<file path="config.mk">
export PLATFORM = sky130hd
export DESIGN_NAME = urv_imem_arb_flat
export DESIGN_NICKNAME = d
export VERILOG_FILES = /design/src/rtl/urv_imem_arb_if.sv /design/src/rtl/urv_imem_arb.sv /design/src/flat_wrapper.sv
export SDC_FILE = /design/constraint.sdc
export NUM_CORES = 1
export LEC_CHECK = 0
export ABC_AREA = 1
export CORE_AREA = 2 2 103 105
export DETAILED_ROUTE_END_ITERATION = 8
export DIE_AREA = 0 0 105 107
export PLACE_DENSITY = 0.73
export SETUP_SLACK_MARGIN = 0.2
export SYNTH_ARGS = -nofsm -noshare
export SYNTH_HDL_FRONTEND = slang
export SYNTH_SLANG_ARGS = --single-unit
</file>
<file path="constraint.sdc">
create_clock -name clk_i -period 1.9 [get_ports clk_i]
set_input_delay 0.38 -clock clk_i [delete_from_list [all_inputs] [get_ports clk_i]]
set_output_delay 0.38 -clock clk_i [all_outputs]
set_load 0.02 [all_outputs]
</file>
<file path="src/rtl/urv_imem_arb_if.sv">
`default_nettype none
// +----------------------------------------------------------------------------+
// | Module   : urv_imem_arb_if                                                 |
// | Purpose  : Bundles the fetch, host/loader and instruction-memory buses of  |
// |            the uRV instruction-memory arbiter.                             |
// | Revision : 1.0 - initial release                                           |
// +----------------------------------------------------------------------------+
// | Signals (directions as seen by the arbiter, modport slave)                 |
// |   f_im_addr_i   in  32  fetch address (pc_next)                            |
// |   f_idle_i      in   1  fetch not consuming; host may be granted at once   |
// |   f_im_data_o   out 32  memory read data passed to fetch                   |
// |   f_im_valid_o  out  1  fetch read data valid this cycle                   |
// |   h_req_i       in   1  host request, held stable until h_ack_o            |
// |   h_we_i        in   1  host write                                         |
// |   h_addr_i      in  32  host word-aligned byte address                     |
// |   h_wdata_i     in  32  host write data                                    |
// |   h_ack_o       out  1  one-cycle host completion pulse                    |
// |   h_rdata_o     out 32  registered host read data, valid with h_ack_o      |
// |   mem_addr_o    out 32  memory address                                     |
// |   mem_wdata_o   out 32  memory write data                                  |
// |   mem_we_o      out  1  memory write strobe                                |
// |   mem_data_i    in  32  memory read data for previous cycle's address      |
// | Modports : slave  - the arbiter                                            |
// |            master - the environment (fetch unit, host, memory)             |
// +----------------------------------------------------------------------------+
interface urv_imem_arb_if;
  // fetch side
  logic [31:0] f_im_addr_i;
  logic        f_idle_i;
  logic [31:0] f_im_data_o;
  logic        f_im_valid_o;
  // host / loader side
  logic        h_req_i;
  logic        h_we_i;
  logic [31:0] h_addr_i;
  logic [31:0] h_wdata_i;
  logic        h_ack_o;
  logic [31:0] h_rdata_o;
  // memory side
  logic [31:0] mem_addr_o;
  logic [31:0] mem_wdata_o;
  logic        mem_we_o;
  logic [31:0] mem_data_i;

  modport slave (
    input  f_im_addr_i, f_idle_i, h_req_i, h_we_i, h_addr_i, h_wdata_i, mem_data_i,
    output f_im_data_o, f_im_valid_o, h_ack_o, h_rdata_o, mem_addr_o, mem_wdata_o, mem_we_o
  );

  modport master (
    output f_im_addr_i, f_idle_i, h_req_i, h_we_i, h_addr_i, h_wdata_i, mem_data_i,
    input  f_im_data_o, f_im_valid_o, h_ack_o, h_rdata_o, mem_addr_o, mem_wdata_o, mem_we_o
  );
endinterface
`default_nettype wire

</file>
<file path="src/rtl/urv_imem_arb.sv">
`default_nettype none
// +----------------------------------------------------------------------------+
// | Module   : urv_imem_arb                                                    |
// | Purpose  : Shares the single-port, 1-cycle-latency instruction memory      |
// |            between the uRV fetch unit and a host/loader port. Fetch owns   |
// |            the memory by default; a host transaction steals one memory     |
// |            cycle, which fetch sees as a single f_im_valid_o low cycle.     |
// | Revision : 1.0 - initial release                                           |
// +----------------------------------------------------------------------------+
// | Parameters                                                                 |
// |   HOST_WAIT  max cycles a pending host request waits while fetch is busy   |
// |              (1..15, default 4)                                            |
// | Ports                                                                      |
// |   clk_i      clock                                                         |
// |   rst_n_i    asynchronous active-low reset                                 |
// |   bus        urv_imem_arb_if.slave: fetch, host and memory buses           |
// | Build option                                                               |
// |   URV_IMEM_HOST_WRITE_EN  defined  : host writes reach the memory          |
// |                           undefined: mem_we_o tied low, host writes are    |
// |                           sequenced and acked but do not modify memory,    |
// |                           and h_rdata_o returns the current memory word    |
// +----------------------------------------------------------------------------+
module urv_imem_arb #(
  parameter int unsigned HOST_WAIT = 4
) (
  input logic           clk_i,
  input logic           rst_n_i,
  urv_imem_arb_if.slave bus
);

  localparam logic [3:0] WAIT_MAX = 4'(HOST_WAIT);

  typedef enum logic [1:0] {
    FETCH = 2'd0,  // fetch drives the memory
    ISSUE = 2'd1,  // host drives the memory for exactly one cycle
    CAPT  = 2'd2,  // host data returns; fetch owns the memory again
    ACK   = 2'd3   // host completion pulse
  } state_t;

  state_t      state;
  logic [3:0]  wait_cnt;
  logic        started;   // low only until the first clock edge after reset release
  logic        f_valid;
  logic        h_ack;
  logic [31:0] h_rdata;

  logic        grant;
  logic        host_cycle;
  logic        host_we;
  logic        capture;

  // Host wins immediately when fetch is idle, otherwise once it has waited
  // its full budget. The request is only looked at in FETCH, so a request
  // still high in the cycle after ACK starts a fresh transaction.
  assign grant      = (state == FETCH) && bus.h_req_i &&
                      (bus.f_idle_i || (wait_cnt >= WAIT_MAX));
  assign host_cycle = (state == ISSUE);

`ifdef URV_IMEM_HOST_WRITE_EN
  assign host_we = host_cycle && bus.h_we_i;
  // Writes leave the previously returned read data untouched.
  assign capture = !bus.h_we_i;
`else
  logic unused_h_we;
  assign unused_h_we = bus.h_we_i;
  assign host_we     = 1'b0;
  // With writes disabled every host access behaves as a read of the
  // addressed word, including the would-be writes.
  assign capture     = 1'b1;
`endif

  // Memory ownership follows the state register only, so mem_we_o drops
  // the moment reset asserts (state is forced back to FETCH).
  assign bus.mem_addr_o  = host_cycle ? bus.h_addr_i : bus.f_im_addr_i;
  assign bus.mem_wdata_o = bus.h_wdata_i;
  assign bus.mem_we_o    = host_we;

  assign bus.f_im_data_o  = bus.mem_data_i;
  assign bus.f_im_valid_o = f_valid;
  assign bus.h_ack_o      = h_ack;
  assign bus.h_rdata_o    = h_rdata;

  always_ff @(posedge clk_i or negedge rst_n_i) begin
    if (!rst_n_i) begin
      state    <= FETCH;
      wait_cnt <= 4'd0;
      started  <= 1'b0;
      f_valid  <= 1'b0;
      h_ack    <= 1'b0;
      h_rdata  <= 32'd0;
    end else begin
      started <= 1'b1;
      // Fetch data is valid whenever fetch owned the memory in the cycle
      // that produced it; only the ISSUE cycle belongs to the host. The
      // very first cycle after reset release is never reported valid.
      f_valid <= started && (state != ISSUE);
      h_ack   <= 1'b0;

      case (state)
        FETCH: begin
          if (grant) begin
            state    <= ISSUE;
            wait_cnt <= 4'd0;
          end else if (bus.h_req_i) begin
            if (wait_cnt < WAIT_MAX) begin
              wait_cnt <= wait_cnt + 4'd1;
            end
          end else begin
            wait_cnt <= 4'd0;
          end
        end

        ISSUE: begin
          state <= CAPT;
        end

        CAPT: begin
          state <= ACK;
          h_ack <= 1'b1;
          if (capture) begin
            h_rdata <= bus.mem_data_i;
          end
        end

        ACK: begin
          state <= FETCH;
        end

        default: begin
          state <= FETCH;
        end
      endcase
    end
  end

endmodule
`default_nettype wire

</file>
<file path="src/flat_wrapper.sv">
// flat-port wrapper written by rule: the top's interface ports become plain ports
module urv_imem_arb_flat 
#(
  parameter int unsigned HOST_WAIT = 4
)
  (clk_i, rst_n_i, bus_f_im_addr_i, bus_f_idle_i, bus_h_req_i, bus_h_we_i, bus_h_addr_i, bus_h_wdata_i, bus_mem_data_i, bus_f_im_data_o, bus_f_im_valid_o, bus_h_ack_o, bus_h_rdata_o, bus_mem_addr_o, bus_mem_wdata_o, bus_mem_we_o);
  urv_imem_arb_if bus_i ();
  input logic clk_i;
  input logic rst_n_i;
  input wire logic [$bits(bus_i.f_im_addr_i)-1:0] bus_f_im_addr_i;
  input wire logic [$bits(bus_i.f_idle_i)-1:0] bus_f_idle_i;
  input wire logic [$bits(bus_i.h_req_i)-1:0] bus_h_req_i;
  input wire logic [$bits(bus_i.h_we_i)-1:0] bus_h_we_i;
  input wire logic [$bits(bus_i.h_addr_i)-1:0] bus_h_addr_i;
  input wire logic [$bits(bus_i.h_wdata_i)-1:0] bus_h_wdata_i;
  input wire logic [$bits(bus_i.mem_data_i)-1:0] bus_mem_data_i;
  output wire logic [$bits(bus_i.f_im_data_o)-1:0] bus_f_im_data_o;
  output wire logic [$bits(bus_i.f_im_valid_o)-1:0] bus_f_im_valid_o;
  output wire logic [$bits(bus_i.h_ack_o)-1:0] bus_h_ack_o;
  output wire logic [$bits(bus_i.h_rdata_o)-1:0] bus_h_rdata_o;
  output wire logic [$bits(bus_i.mem_addr_o)-1:0] bus_mem_addr_o;
  output wire logic [$bits(bus_i.mem_wdata_o)-1:0] bus_mem_wdata_o;
  output wire logic [$bits(bus_i.mem_we_o)-1:0] bus_mem_we_o;
  assign bus_i.f_im_addr_i = bus_f_im_addr_i;
  assign bus_i.f_idle_i = bus_f_idle_i;
  assign bus_i.h_req_i = bus_h_req_i;
  assign bus_i.h_we_i = bus_h_we_i;
  assign bus_i.h_addr_i = bus_h_addr_i;
  assign bus_i.h_wdata_i = bus_h_wdata_i;
  assign bus_i.mem_data_i = bus_mem_data_i;
  assign bus_f_im_data_o = bus_i.f_im_data_o;
  assign bus_f_im_valid_o = bus_i.f_im_valid_o;
  assign bus_h_ack_o = bus_i.h_ack_o;
  assign bus_h_rdata_o = bus_i.h_rdata_o;
  assign bus_mem_addr_o = bus_i.mem_addr_o;
  assign bus_mem_wdata_o = bus_i.mem_wdata_o;
  assign bus_mem_we_o = bus_i.mem_we_o;
  urv_imem_arb #(.HOST_WAIT(HOST_WAIT)) u_core (.clk_i(clk_i), .rst_n_i(rst_n_i), .bus(bus_i));
endmodule
</file>
After elaboration in Yosys (flattened, before gate mapping)
Cells that the tools add are included.
- add/subtract/negate cells: 1
- magnitude comparators: 2
- equal/unequal tests: 6
- mux-type cells: 7
- reduce and logical (&&, ||, !) cells: 6
- operators with widths (kind ; count):
    $mux W32 ; 1
    $mux W4 ; 3
    $pmux W2 S4 ; 1
    $add A4 B1 Y4 const B ; 1
    $eq A2 B2 Y1 const B ; 2
    $ge A4 B3 Y1 const B ; 1
    $lt A4 B3 Y1 const B ; 1
    $ne A2 B1 Y1 const B ; 2
    $logic_and A1 B1 Y1 ; 3
    $ne A3 B1 Y1 const B ; 1
    $eq A2 B1 Y1 const B ; 1
    $logic_not A2 Y1 ; 1
    $mux W2 ; 1
    $reduce_and A2 Y1 ; 1
    $logic_or A1 B1 Y1 ; 1
    $mux W1 ; 1
- flip-flop bits (word level): 41
- output and inout port bits: 131

Longest topological paths before layout
- depth after elaboration: 5
- mapped depth: 8
- gate-level depth less buffers: 8

Worst setup path after synthesis
Ideal clock, no wire load.
- path kind: flip-flop to output port
- from: register u_core.state[1]
- to: output port bus_mem_addr_o[0]
- arrival time: 1.224 ns
- required time: 1.520 ns
- path slack: 0.296 ns
- cell stages (with the launch flop): 6
- buffers on the path: 2
- cells stage by stage: dfrtp_1 -> inv_1 -> ha_1 -> buf_6 -> buf_12 -> mux2_4
- longest elaborated chain between the ends: 2
- ends and longest elaborated chain (item ; line ; source):
    start: declaration ; urv_imem_arb.sv:40 ; state_t state;
    start signal: assignment ; urv_imem_arb.sv:85 ; state <= FETCH;
    start signal: assignment ; urv_imem_arb.sv:102 ; state <= ISSUE;
    start signal: assignment ; urv_imem_arb.sv:114 ; state <= CAPT;
    $eq A2 B1 Y1 ; urv_imem_arb.sv:57 ; assign host_cycle = (state == ISSUE);
    $mux W32 ; urv_imem_arb.sv:74 ; assign bus.mem_addr_o = host_cycle ? bus.h_addr_i : bus.f_im_addr_i;
    end: declaration ; flat_wrapper.sv:21 ; output wire logic [$bits(bus_i.mem_addr_o)-1:0] bus_mem_addr_o;
Every way passes these cells.

Final worst setup path
- from: register u_core.state[1]
- to: output port bus_mem_addr_o[10]
The elaborated chain is that of the path after synthesis.

==> impl_results.html <==
<table>
<tr><th>Metric</th><th>Value</th></tr>
<tr><th colspan="2">Placed design</th></tr>
<tr><td>Number of buffers inserted by port buffering</td><td>around 200</td></tr>
<tr><td>Worst slack at placement</td><td>-247.9 ps</td></tr>
<tr><td>Final weighted congestion in routability-driven placement</td><td>slightly below 0.8</td></tr>
<tr><td>Placed instance area</td><td>between 0.004 and 0.005 mm^2</td></tr>
<tr><td>Cells after DPL</td><td>550</td></tr>
<tr><td>HPWL reported at the end of detailed placement</td><td>around 7 mm</td></tr>
<tr><th colspan="2">Clocking</th></tr>
<tr><td>CTS H-tree lvls</td><td>2</td></tr>
<tr><td>Clk pin slew, worst setup/hold paths</td><td>~90 ps</td></tr>
<tr><td>Clock tree from TritonCTS</td><td>built</td></tr>
<tr><td>Maximum number of buffers from clock root to sink</td><td>2</td></tr>
<tr><td>Number of CTS-inserted buffers</td><td>5</td></tr>
<tr><td>Post-CTS Hold Buffers</td><td>0</td></tr>
<tr><td>Clock root buffer</td><td>sky130_fd_sc_hd__clkbuf_8</td></tr>
<tr><td>Clock latency on the worst-skew pair</td><td>300 ps</td></tr>
<tr><td>Clock Sinks</td><td>41</td></tr>
<tr><th colspan="2">STA</th></tr>
<tr><td>Final-report hold violation count</td><td>0</td></tr>
<tr><td>Count of final max-slew check failures</td><td>0</td></tr>
<tr><td>Worst slew margin</td><td>between 60% and 70%</td></tr>
<tr><td>Unrepaired setup endpoints after global routing</td><td>true</td></tr>
<tr><td>Worst Hold Margin</td><td>146.9 ps</td></tr>
<tr><td>Clk_skew</td><td>around 12 ps</td></tr>
<tr><td>Worst Tran Pin Value</td><td>about 550 ps</td></tr>
<tr><td>Final min period</td><td>just over 2000 ps</td></tr>
<tr><td>Ratio of final minimum period to clock period</td><td>106.8%</td></tr>
<tr><td>Achievable Freq</td><td>approximately 490 MHz</td></tr>
<tr><td>Slack of the critical path</td><td>-129.1 ps</td></tr>
<tr><td>Sum Neg Setup Slack</td><td>-1864 ps</td></tr>
<tr><td>Endpoints failing setup</td><td>32</td></tr>
<tr><th colspan="2">Flow run</th></tr>
<tr><td>Reported max-cap violation count</td><td>0</td></tr>
<tr><th colspan="2">Outcome</th></tr>
<tr><td>Result of the run</td><td>complete, but fails checks</td></tr>
<tr><td>Violated checks</td><td>setup timing</td></tr>
<tr><th colspan="2">Setup path</th></tr>
<tr><td>Worst path max stage delay</td><td>390 ps</td></tr>
<tr><td>Data required time of the critical path</td><td>1520 ps</td></tr>
<tr><td>Data arrival time of the critical path</td><td>1650 ps</td></tr>
<tr><td>Critical setup path kind</td><td>flop to primary output</td></tr>
<tr><td>Reg2reg start</td><td>u_core.state[1]$_DFFE_PN0P_</td></tr>
<tr><td>Critical register-to-register path endpoint</td><td>u_core.state[0]$_DFFE_PN0P_</td></tr>
<tr><td>Crit-path cells</td><td>inv_2 -&gt; ha_4 -&gt; buf_12 -&gt; buf_16 -&gt; mux2_4 -&gt; buf_6</td></tr>
<tr><td>Reg2Reg Setup Slack</td><td>between 300 and 400 ps</td></tr>
<tr><td>Critical path peak fanout</td><td>7</td></tr>
<tr><td>Capturing element type of the critical path</td><td>primary output</td></tr>
<tr><td>CP Launch Type</td><td>flop</td></tr>
<tr><td>Number of cells traversed by the worst register-to-register path</td><td>7</td></tr>
<tr><td>Cell with the largest stage delay on the worst path</td><td>sky130_fd_sc_hd__dfrtp_1</td></tr>
<tr><th colspan="2">Layout</th></tr>
<tr><td>Number of diodes</td><td>0</td></tr>
<tr><td>Area of all placed cells without fillers</td><td>about 0.0045 mm^2</td></tr>
<tr><td>Non-filler cells, final</td><td>around 560</td></tr>
<tr><td>Area added between synthesis and finish</td><td>71.08%</td></tr>
<tr><td>Net count reported at finish</td><td>roughly 560</td></tr>
<tr><td>Share of post-route cells with drive strength above 1</td><td>between 20% and 30%</td></tr>
<tr><th colspan="2">Logic synthesis</th></tr>
<tr><td>Synth unique cells</td><td>16</td></tr>
<tr><td>#FFs+latches synth</td><td>around 40</td></tr>
<tr><td>Post-synthesis instance area</td><td>approximately 0.0027 mm^2</td></tr>
<tr><td>Area contributors post-synth</td><td>sky130_fd_sc_hd__dfrtp_1 (39%), sky130_fd_sc_hd__buf_4 (19%), sky130_fd_sc_hd__mux2_4 (16%)</td></tr>
<tr><td>Cell type with the largest total area after synthesis</td><td>sky130_fd_sc_hd__dfrtp_1</td></tr>
<tr><td>Per-instance average area after synthesis</td><td>9.406 um^2</td></tr>
<tr><td>Post-Synthesis Net Count</td><td>between 400 and 500</td></tr>
<tr><td>Fraction of post-synthesis cell area in the top cell type by area</td><td>38.68%</td></tr>
<tr><td>Gate Count Post-Synth</td><td>~280</td></tr>
<tr><td>Sequential area share after synthesis</td><td>about two fifths</td></tr>
<tr><td>Synth warnings</td><td>0</td></tr>
<tr><th colspan="2">Min path</th></tr>
<tr><td>Worst min-delay path category</td><td>input pin to async pin</td></tr>
<tr><th colspan="2">Drt</th></tr>
<tr><td>Via count</td><td>2316</td></tr>
<tr><td>Number of remaining DRC errors</td><td>0</td></tr>
<tr><td>Number of iterations in the first detailed-routing pass</td><td>4</td></tr>
<tr><td>Post-Route WL</td><td>8.644 mm</td></tr>
<tr><td>Vias per cell</td><td>between 4 and 5</td></tr>
<tr><td>Iteration-0 DRC Markers</td><td>118</td></tr>
<tr><td>Drt wl/cell</td><td>around 15 um</td></tr>
<tr><td>Number of nets still failing antenna checks after routing</td><td>0</td></tr>
<tr><th colspan="2">Floorplanning</th></tr>
<tr><td>Starting utilization of the core area</td><td>between 20% and 30%</td></tr>
<tr><td>FP Rows</td><td>37</td></tr>
<tr><td>Full die area</td><td>around 0.011 mm^2</td></tr>
<tr><td>Horiz. Die Dim</td><td>105 um</td></tr>
<tr><td>Vertical die dimension</td><td>around 110 um</td></tr>
<tr><td>Number of top-level design ports</td><td>about 260</td></tr>
<tr><td>Core Region</td><td>slightly above 0.01 mm^2</td></tr>
<tr><th colspan="2">Global route</th></tr>
<tr><td>Global Route Usage Sum</td><td>between 10 and 15%</td></tr>
<tr><td>Maximum number of pins on one net before global-route repair</td><td>42</td></tr>
<tr><td>Antenna violations before repair</td><td>0</td></tr>
<tr><td>Vias in the first global route</td><td>between 2k and 2.5k</td></tr>
<tr><td>Global-route wire length before repair</td><td>~13 mm</td></tr>
<tr><td>Grt ovf</td><td>0</td></tr>
<tr><th colspan="2">Pwr</th></tr>
<tr><td>Power Dens Cells</td><td>~1400 mW/mm^2</td></tr>
<tr><td>Peak ir drop on the vdd network</td><td>a little over 0.6 mV</td></tr>
<tr><td>Pleak</td><td>between 2 and 2.5 nW</td></tr>
</table>
==> cell usage in the layout, fill, tap and decap left out, types with 4 or more instances in the layout <==
master / count
sky130_fd_sc_hd__nand2_1: 104
sky130_fd_sc_hd__clkdlybuf4s50_1: 108
sky130_fd_sc_hd__buf_4: 10
sky130_fd_sc_hd__buf_6: 30
sky130_fd_sc_hd__nand3_1: 5
sky130_fd_sc_hd__ha_1: 4
sky130_fd_sc_hd__clkbuf_8: 5
sky130_fd_sc_hd__inv_1: 8
sky130_fd_sc_hd__dlymetal6s2s_1: 23
sky130_fd_sc_hd__dfrtp_1: 41
sky130_fd_sc_hd__dlygate4sd2_1: 33
sky130_fd_sc_hd__mux2_4: 30
==> through the flow <==
stage	power, W	util, %
2_1_floorplan	0.003874	-
3_3_place_gp	0.005402	42.59
3_5_place_dp	0.005467	42.59
5_1_grt	0.006746	44.97
6_report	0.006318	44.97
4_1_cts	0.006444	44.20
==> critical path: cells and delay by family (launching register included) <==
family	cells	cell delay, ps
adders and majority gates	1	200
muxes	1	320
buffers and inverters	4	450
DFF	1	390
==> power by group <==
part	switching, W	internal [W]	total (W)
clock	0.000326	0.000394	0.000721
sequential	0.000203	0.00127	0.00148
combinational	0.00204	0.00208	0.00412
==> synth_stat cells <==
cell,instances
sky130_fd_sc_hd__nand2_1,104
sky130_fd_sc_hd__buf_4,68
sky130_fd_sc_hd__dfrtp_1,41
sky130_fd_sc_hd__mux2_4,29
sky130_fd_sc_hd__inv_1,9
sky130_fd_sc_hd__ha_1,5
sky130_fd_sc_hd__nand3_1,5
sky130_fd_sc_hd__buf_2,4
sky130_fd_sc_hd__buf_12,3
sky130_fd_sc_hd__mux2_2,3
sky130_fd_sc_hd__nor2_1,3
sky130_fd_sc_hd__o21ai_0,3
sky130_fd_sc_hd__conb_1,2
sky130_fd_sc_hd__buf_6,1
sky130_fd_sc_hd__inv_2,1
sky130_fd_sc_hd__or2_2,1
==> cell families after synthesis <==
logic type                 after synthesis  synth area share [%]
adders and majority gates                5                 2.358
and+or+nand+nor                        113                 16.32
muxes                                   32                 17.69
buffers and inverters                   86                 24.10
DFF                                     41                 38.68
other                                    2                0.2831
AOI/OAI and AO/OA                        3                0.5659
==> layout make-up <==
type | instances | area, um^2
clock inverter | 3 | 43.79
timing repair buffer | 212 | 2188
inverter | 10 | 37.54
tap | 136 | 170.2
clock buffer | 5 | 68.82
fill | 979 | 5554
sequential | 41 | 1026
multi-input combinational | 155 | 1003
==> repair_timing <==
action                                 4_1_cts  5_1_grt
setup endpoints to repair                   65       55
gates cloned                                 1        0
gates resized for setup                    223       27
endpoints found under the hold margin        0        0
buffers inserted                             2        1
pin swaps                                    0        0
==> layer usage <==
metal	vias to the layer above	routed length (um)	GRT usage (%)
met3	13	976	6.505
met5	-	0	0
met1	1043	3109	15.56
li1	1093	-	-
met2	167	4396	25.93
met4	0	162	4.667
==> registers in the layout, indices dropped and copies added (netlist names) <==
signal                   flops
u_core.bus.h_ack_o           1
u_core.state                 2
u_core.bus.h_rdata_o        32
u_core.started               1
u_core.wait_cnt              4
u_core.bus.f_im_valid_o      1
==> worst max-delay path by stage <==
stage / from / endpoint / slack [ps]
2_1_floorplan: u_core.state[1]$_DFFE_PN0P_ / bus_mem_addr_o[0] / 300
3_3_place_gp: u_core.state[1]$_DFFE_PN0P_ / bus_mem_addr_o[22] / -230
3_5_place_dp: u_core.state[1]$_DFFE_PN0P_ / bus_mem_addr_o[30] / -250
4_1_cts: u_core.state[1]$_DFFE_PN0P_ / bus_mem_addr_o[10] / -140
5_1_grt: u_core.state[1]$_DFFE_PN0P_ / bus_mem_addr_o[10] / -170
6_report: u_core.state[1]$_DFFE_PN0P_ / bus_mem_addr_o[10] / -130
No activity file was read; power rests on OpenSTA's default activity.
